File: config.mk
export PLATFORM = sky130hd
export DESIGN_NAME = pico_io_sequencer
export DESIGN_NICKNAME = d
export VERILOG_FILES = /design/src/rtl/pico_io_sequencer.sv
export SDC_FILE = /design/constraint.sdc
export NUM_CORES = 1
export LEC_CHECK = 0
export ABC_AREA = 1
export CAP_MARGIN = 0
export CORE_MARGIN = 1.5
export CORE_UTILIZATION = 37
export CTS_CLUSTER_DIAMETER = 100
export CTS_CLUSTER_SIZE = 20
export DETAILED_ROUTE_END_ITERATION = 8
export GPL_TIMING_DRIVEN = 0
export PLACE_DENSITY_LB_ADDON = 0.08
export SKIP_CTS_REPAIR_TIMING = 1
export SYNTH_ARGS = -nofsm -noshare
export SYNTH_HDL_FRONTEND = slang
export SYNTH_SLANG_ARGS = --single-unit
File: constraint.sdc
create_clock -name clk -period 2.4 [get_ports clk]
set_input_delay 0.36 -clock clk [delete_from_list [all_inputs] [get_ports clk]]
set_output_delay 0.36 -clock clk [all_outputs]
set_load 0.01 [all_outputs]
File: src/rtl/pico_io_sequencer.sv
// pico_io_sequencer: collects two operands from switches via a debounced push
// button, starts an external processor, waits for its result (with a run
// budget), and displays the result until the user acknowledges it.
//
// state  | meaning
// -------+------------------------------------------------------------
// WAIT_A | idle, waiting for a press to capture operand A
// HOLD_A | operand A captured, waiting for button release
// WAIT_B | waiting for a press to capture operand B
// HOLD_B | operand B captured, release launches the processor
// RUN    | processor running; start pulse in first cycle, run budget counting
// SHOW   | fresh result displayed, waiting for press
// ACK    | acknowledged, waiting for release to return to WAIT_A
// ERR    | run budget exhausted, out_bus all ones, waiting for press
module pico_io_sequencer #(
    parameter int N              = 8,
    parameter int DebounceCycles = 4,
    parameter int MaxRunCycles   = 64
) (
    input  logic         clk,
    input  logic         reset,
    input  logic [N-1:0] in_bus,
    input  logic         io_handshake,
    input  logic         proc_done,
    input  logic [N-1:0] proc_result,
    output logic [N-1:0] op_a,
    output logic [N-1:0] op_b,
    output logic         start,
    output logic [N-1:0] out_bus,
    output logic         result_valid,
    output logic         err
);

    localparam int DW = $clog2(DebounceCycles + 1);
    localparam int RW = $clog2(MaxRunCycles + 1);

    typedef enum logic [2:0] {
        WAIT_A, HOLD_A, WAIT_B, HOLD_B, RUN, SHOW, ACK, ERR
    } state_t;

    state_t          state;
    logic            sync_1;
    logic            sync_2;
    logic            btn_level;
    logic            btn_level_d;
    logic [DW-1:0]   deb_cnt;
    logic [RW-1:0]   run_cnt;
    logic            press;
    logic            release_evt;

    // Two-flop synchroniser for the asynchronous push-button.
    always_ff @(posedge clk) begin
        if (reset) begin
            sync_1 <= 1'b0;
            sync_2 <= 1'b0;
        end else begin
            sync_1 <= io_handshake;
            sync_2 <= sync_1;
        end
    end

    // Debouncer: accept a new level only after it has differed for
    // DebounceCycles consecutive cycles; any return to the old level restarts.
    always_ff @(posedge clk) begin
        if (reset) begin
            btn_level   <= 1'b0;
            btn_level_d <= 1'b0;
            deb_cnt     <= '0;
        end else begin
            btn_level_d <= btn_level;
            if (sync_2 == btn_level) begin
                deb_cnt <= '0;
            end else if (deb_cnt == DW'(DebounceCycles - 1)) begin
                btn_level <= sync_2;
                deb_cnt   <= '0;
            end else begin
                deb_cnt <= deb_cnt + DW'(1);
            end
        end
    end

    assign press       = btn_level & ~btn_level_d;
    assign release_evt = ~btn_level & btn_level_d;

    // Sequencing FSM with registered outputs; start is high only in the
    // first RUN cycle, which is also the cycle where proc_done is ignored.
    always_ff @(posedge clk) begin
        if (reset) begin
            state        <= WAIT_A;
            op_a         <= '0;
            op_b         <= '0;
            out_bus      <= '0;
            start        <= 1'b0;
            result_valid <= 1'b0;
            err          <= 1'b0;
            run_cnt      <= '0;
        end else begin
            start <= 1'b0;
            case (state)
                WAIT_A: if (press) begin
                    op_a  <= in_bus;
                    state <= HOLD_A;
                end
                HOLD_A: if (release_evt) state <= WAIT_B;
                WAIT_B: if (press) begin
                    op_b  <= in_bus;
                    state <= HOLD_B;
                end
                HOLD_B: if (release_evt) begin
                    start   <= 1'b1;
                    run_cnt <= '0;
                    state   <= RUN;
                end
                RUN: begin
                    if (!start && proc_done) begin
                        out_bus      <= proc_result;
                        result_valid <= 1'b1;
                        state        <= SHOW;
                    end else if (run_cnt == RW'(MaxRunCycles - 1)) begin
                        out_bus <= '1;
                        err     <= 1'b1;
                        state   <= ERR;
                    end else begin
                        run_cnt <= run_cnt + RW'(1);
                    end
                end
                SHOW: if (press) state <= ACK;
                ACK: if (release_evt) begin
                    result_valid <= 1'b0;
                    state        <= WAIT_A;
                end
                ERR: if (press) begin
                    err   <= 1'b0;
                    state <= ACK;
                end
                default: state <= WAIT_A;
            endcase
        end
    end

endmodule

==> metrics.md <==
| Metric | Value |
|---|---|
| Worst-Margin Slew | a little over 500 ps |
| CP Capture Type | output pin |
| VDD IR max | between 0.2 and 0.3 mV |
| Post-route ant nets | 0 |
| Die Wd | roughly 76 um |
| Fin cells | 384 |
| CTS root buf | clkbuf_8 |
| Core area | between 5000 and 6000 um^2 |
| Synth unique cells | 27 |
| Clock Skews | about 5.0 ps |
| Slowest-stage cell, CP | clkdlybuf4s50_1 |
| Commonest non-fill, non-tap cell in the layout | nor2_1 |
| Yosys top cell by area | dfxtp_1 |
| Final worst slack | slightly above 800 ps |
| GP Congestion | around 0.89 |
| Area of the multi-input gates | just over 900 um^2 |
| Crit path largest cell delay | 560 ps |
| Final hold vios | 0 |
| Required @ worst endpoint | approximately 2000 ps |
| Total Wirelength | around 4400 um |
| Status | completed |
| Wire length per cell | between 10 and 15 um |
| PwrDens | between 500 and 600 nW/um^2 |
| Clk_lat worst skew | 290 ps |
| IO buf count | 46 |
| # DRC | 0 |
| Layout Nets | approximately 340 |
| Critical path class | register to output pin |
| Fraction of layout cells with a size suffix above 1 | 0.131 |
| CTS clk-pin slew, worst paths | 80 ps |
| FF+latch area | 881 um^2 |
| Detailed-route via count | around 1800 |
| H-Tree Depth | 2 |
| Top Ports | 47 |
| CTS tree | yes |
| Clk sinks | 44 |
| Total CTS buffers | 5 |
| Total GRT Usage | 0.171 |
| Vias in the first global route | 1736 |
| Initial antenna violation count | 0 |
| Hold crit path type | register to register |
| Critical Path AT | approximately 1200 ps |
| Tmin final | approximately 1600 ps |
| Max capacitance violation total | 0 |
| Top Family by Delay on Critical Path | buffers and inverters |
| Synth Instances | 260 |
| Place WS | about 560 ps |
| Core Util, Final | 0.510 |
| Inst Count DP | 376 |
| R2R Setup Slk | around 950 ps |
| Grt ovf | 0 |
| Fin crit share | 0.655 |
| CP max FO | 3 |
| First-pass detailed-route iteration total | 4 |
| CTS max path bufs | 2 |
| Syn-to-layout area delta | 32.4% |
| Top-area cell type share of the netlist area | 0.448 |
| DPL Wire Length | between 3000 and 4000 um |
| Crit path launch type | register |
| Synth warnings | 0 |
| Starting Density | 0.385 |
| Crit-path cells | clkdlybuf4s50_1 |
| Most frequent cells in the layout | 53 x nor2_1, 46 x clkdlybuf4s50_1, 44 x dfxtp_1 |
| TNS Setup | 0 ps |
| Synth area leaders | dfxtp_1 45%, nor2_1 10%, nand2_1 6.5% |
| Seq/Total Area, Yosys | 0.448 |
| Mapped Area | between 1500 and 2000 um^2 |
| Yosys reg bits | 44 |
| Fmax | between 600 and 700 MHz |
| Row count | 26 |
| # setup viols final | 0 |
| Leakage | 1.10 nW |
| Slew headroom | 0.661 |
| DIE AREA | 5760 um^2 |
| Fillers | about 550 |
| Die height | about 76 um |
| Global-route wire length before repair | between 7000 and 8000 um |
| Net Count, Synth | roughly 280 |
| ANT cells | 0 |
| Worst Path Buf+Inv | 1 |
| Tot Pwr | 0.00147 W |
| Final Max Slew Viols | 0 |
| Syn_area_per_cell | around 7.6 um^2 |
| Via density | 4.57 |
| RSZ-0062 raised after global routing | false |
| Pin count of the biggest net entering global routing | 13 |
| Number of DRC markers in iteration 0 | 87 |
[sequential cells by signal, indices dropped and copies added (netlist names), named ones only]
signal / count
op_a: 8
op_b: 8
out_bus: 8
run_cnt: 7
deb_cnt: 3
state: 2
btn_level: 1
btn_level_d: 1
err: 1
result_valid: 1
start: 1
sync_1: 1
sync_2: 1
[path summary, 6_finish.rpt]
kind           endpoint       start  cells past startpoint
max                 err         err                      1
min          deb_cnt[0]  deb_cnt[0]                      1
max reg2reg  run_cnt[3]  run_cnt[0]                      9
min reg2reg  deb_cnt[0]  deb_cnt[0]                      1
[cell families after synthesis]
family	synth area share
DFF	0.448
adders and majority gates	0.0191
buffers and inverters	0.0840
AOI/OAI and AO/OA	0.137
and+or+nand+nor	0.312
[power by group]
| part | total (W) | internal (W) | leakage, nW | switching, W |
|---|---|---|---|---|
| sequential | 0.000760 | 0.000747 | 0.355 | 0.0000136 |
| clock | 0.000468 | 0.000235 | 0.0455 | 0.000234 |
| combinational | 0.000240 | 0.0000947 | 0.695 | 0.000145 |
| total | 0.00147 | 0.00108 | 1.10 | 0.000392 |
[synth_stat cells]
cell type / count
nor2_1: 53
dfxtp_1: 44
nand2_1: 34
inv_1: 28
o21ai_0: 21
nand3_1: 10
o211ai_1: 10
a21oi_1: 9
or2_2: 8
inv_2: 5
nand2_2: 5
nand2_4: 4
clkbuf_1: 3
ha_1: 3
nor2_2: 3
nor2_4: 3
nor3_1: 3
o21ai_1: 3
o21bai_1: 3
a31oi_1: 1
buf_2: 1
buf_4: 1
buf_6: 1
inv_4: 1
nand3_2: 1
nand3_4: 1
nor3_4: 1
[final cells by class]
cell class              instances  share of cell area
plain buffers                   6              0.0134
clock buffers                   8              0.0346
inverters                      34              0.0500
multi-input cells             176               0.354
flip-flops and latches         44               0.338
well taps                      70              0.0336
repair buffers                 46               0.177
[layer usage]
| layer | global-route usage | vias to the layer above | routed length, um |
|---|---|---|---|
| met5 | 0 | - | 0 |
| met4 | 0.0778 | 0 | 113 |
| met3 | 0.0422 | 8 | 135 |
| met2 | 0.281 | 27 | 1930 |
| met1 | 0.213 | 789 | 2260 |
| li1 | - | 929 | - |
[through the flow]
step / cell area (um^2) / hold slack [ps]
2_1_floorplan: 1970 / 388
3_3_place_gp: 2510 / 408
3_5_place_dp: 2510 / 416
4_1_cts: 2610 / 428
5_1_grt: 2610 / 446
6_report: 2610 / 423
Note: power is estimated with default switching activity, not from simulation.
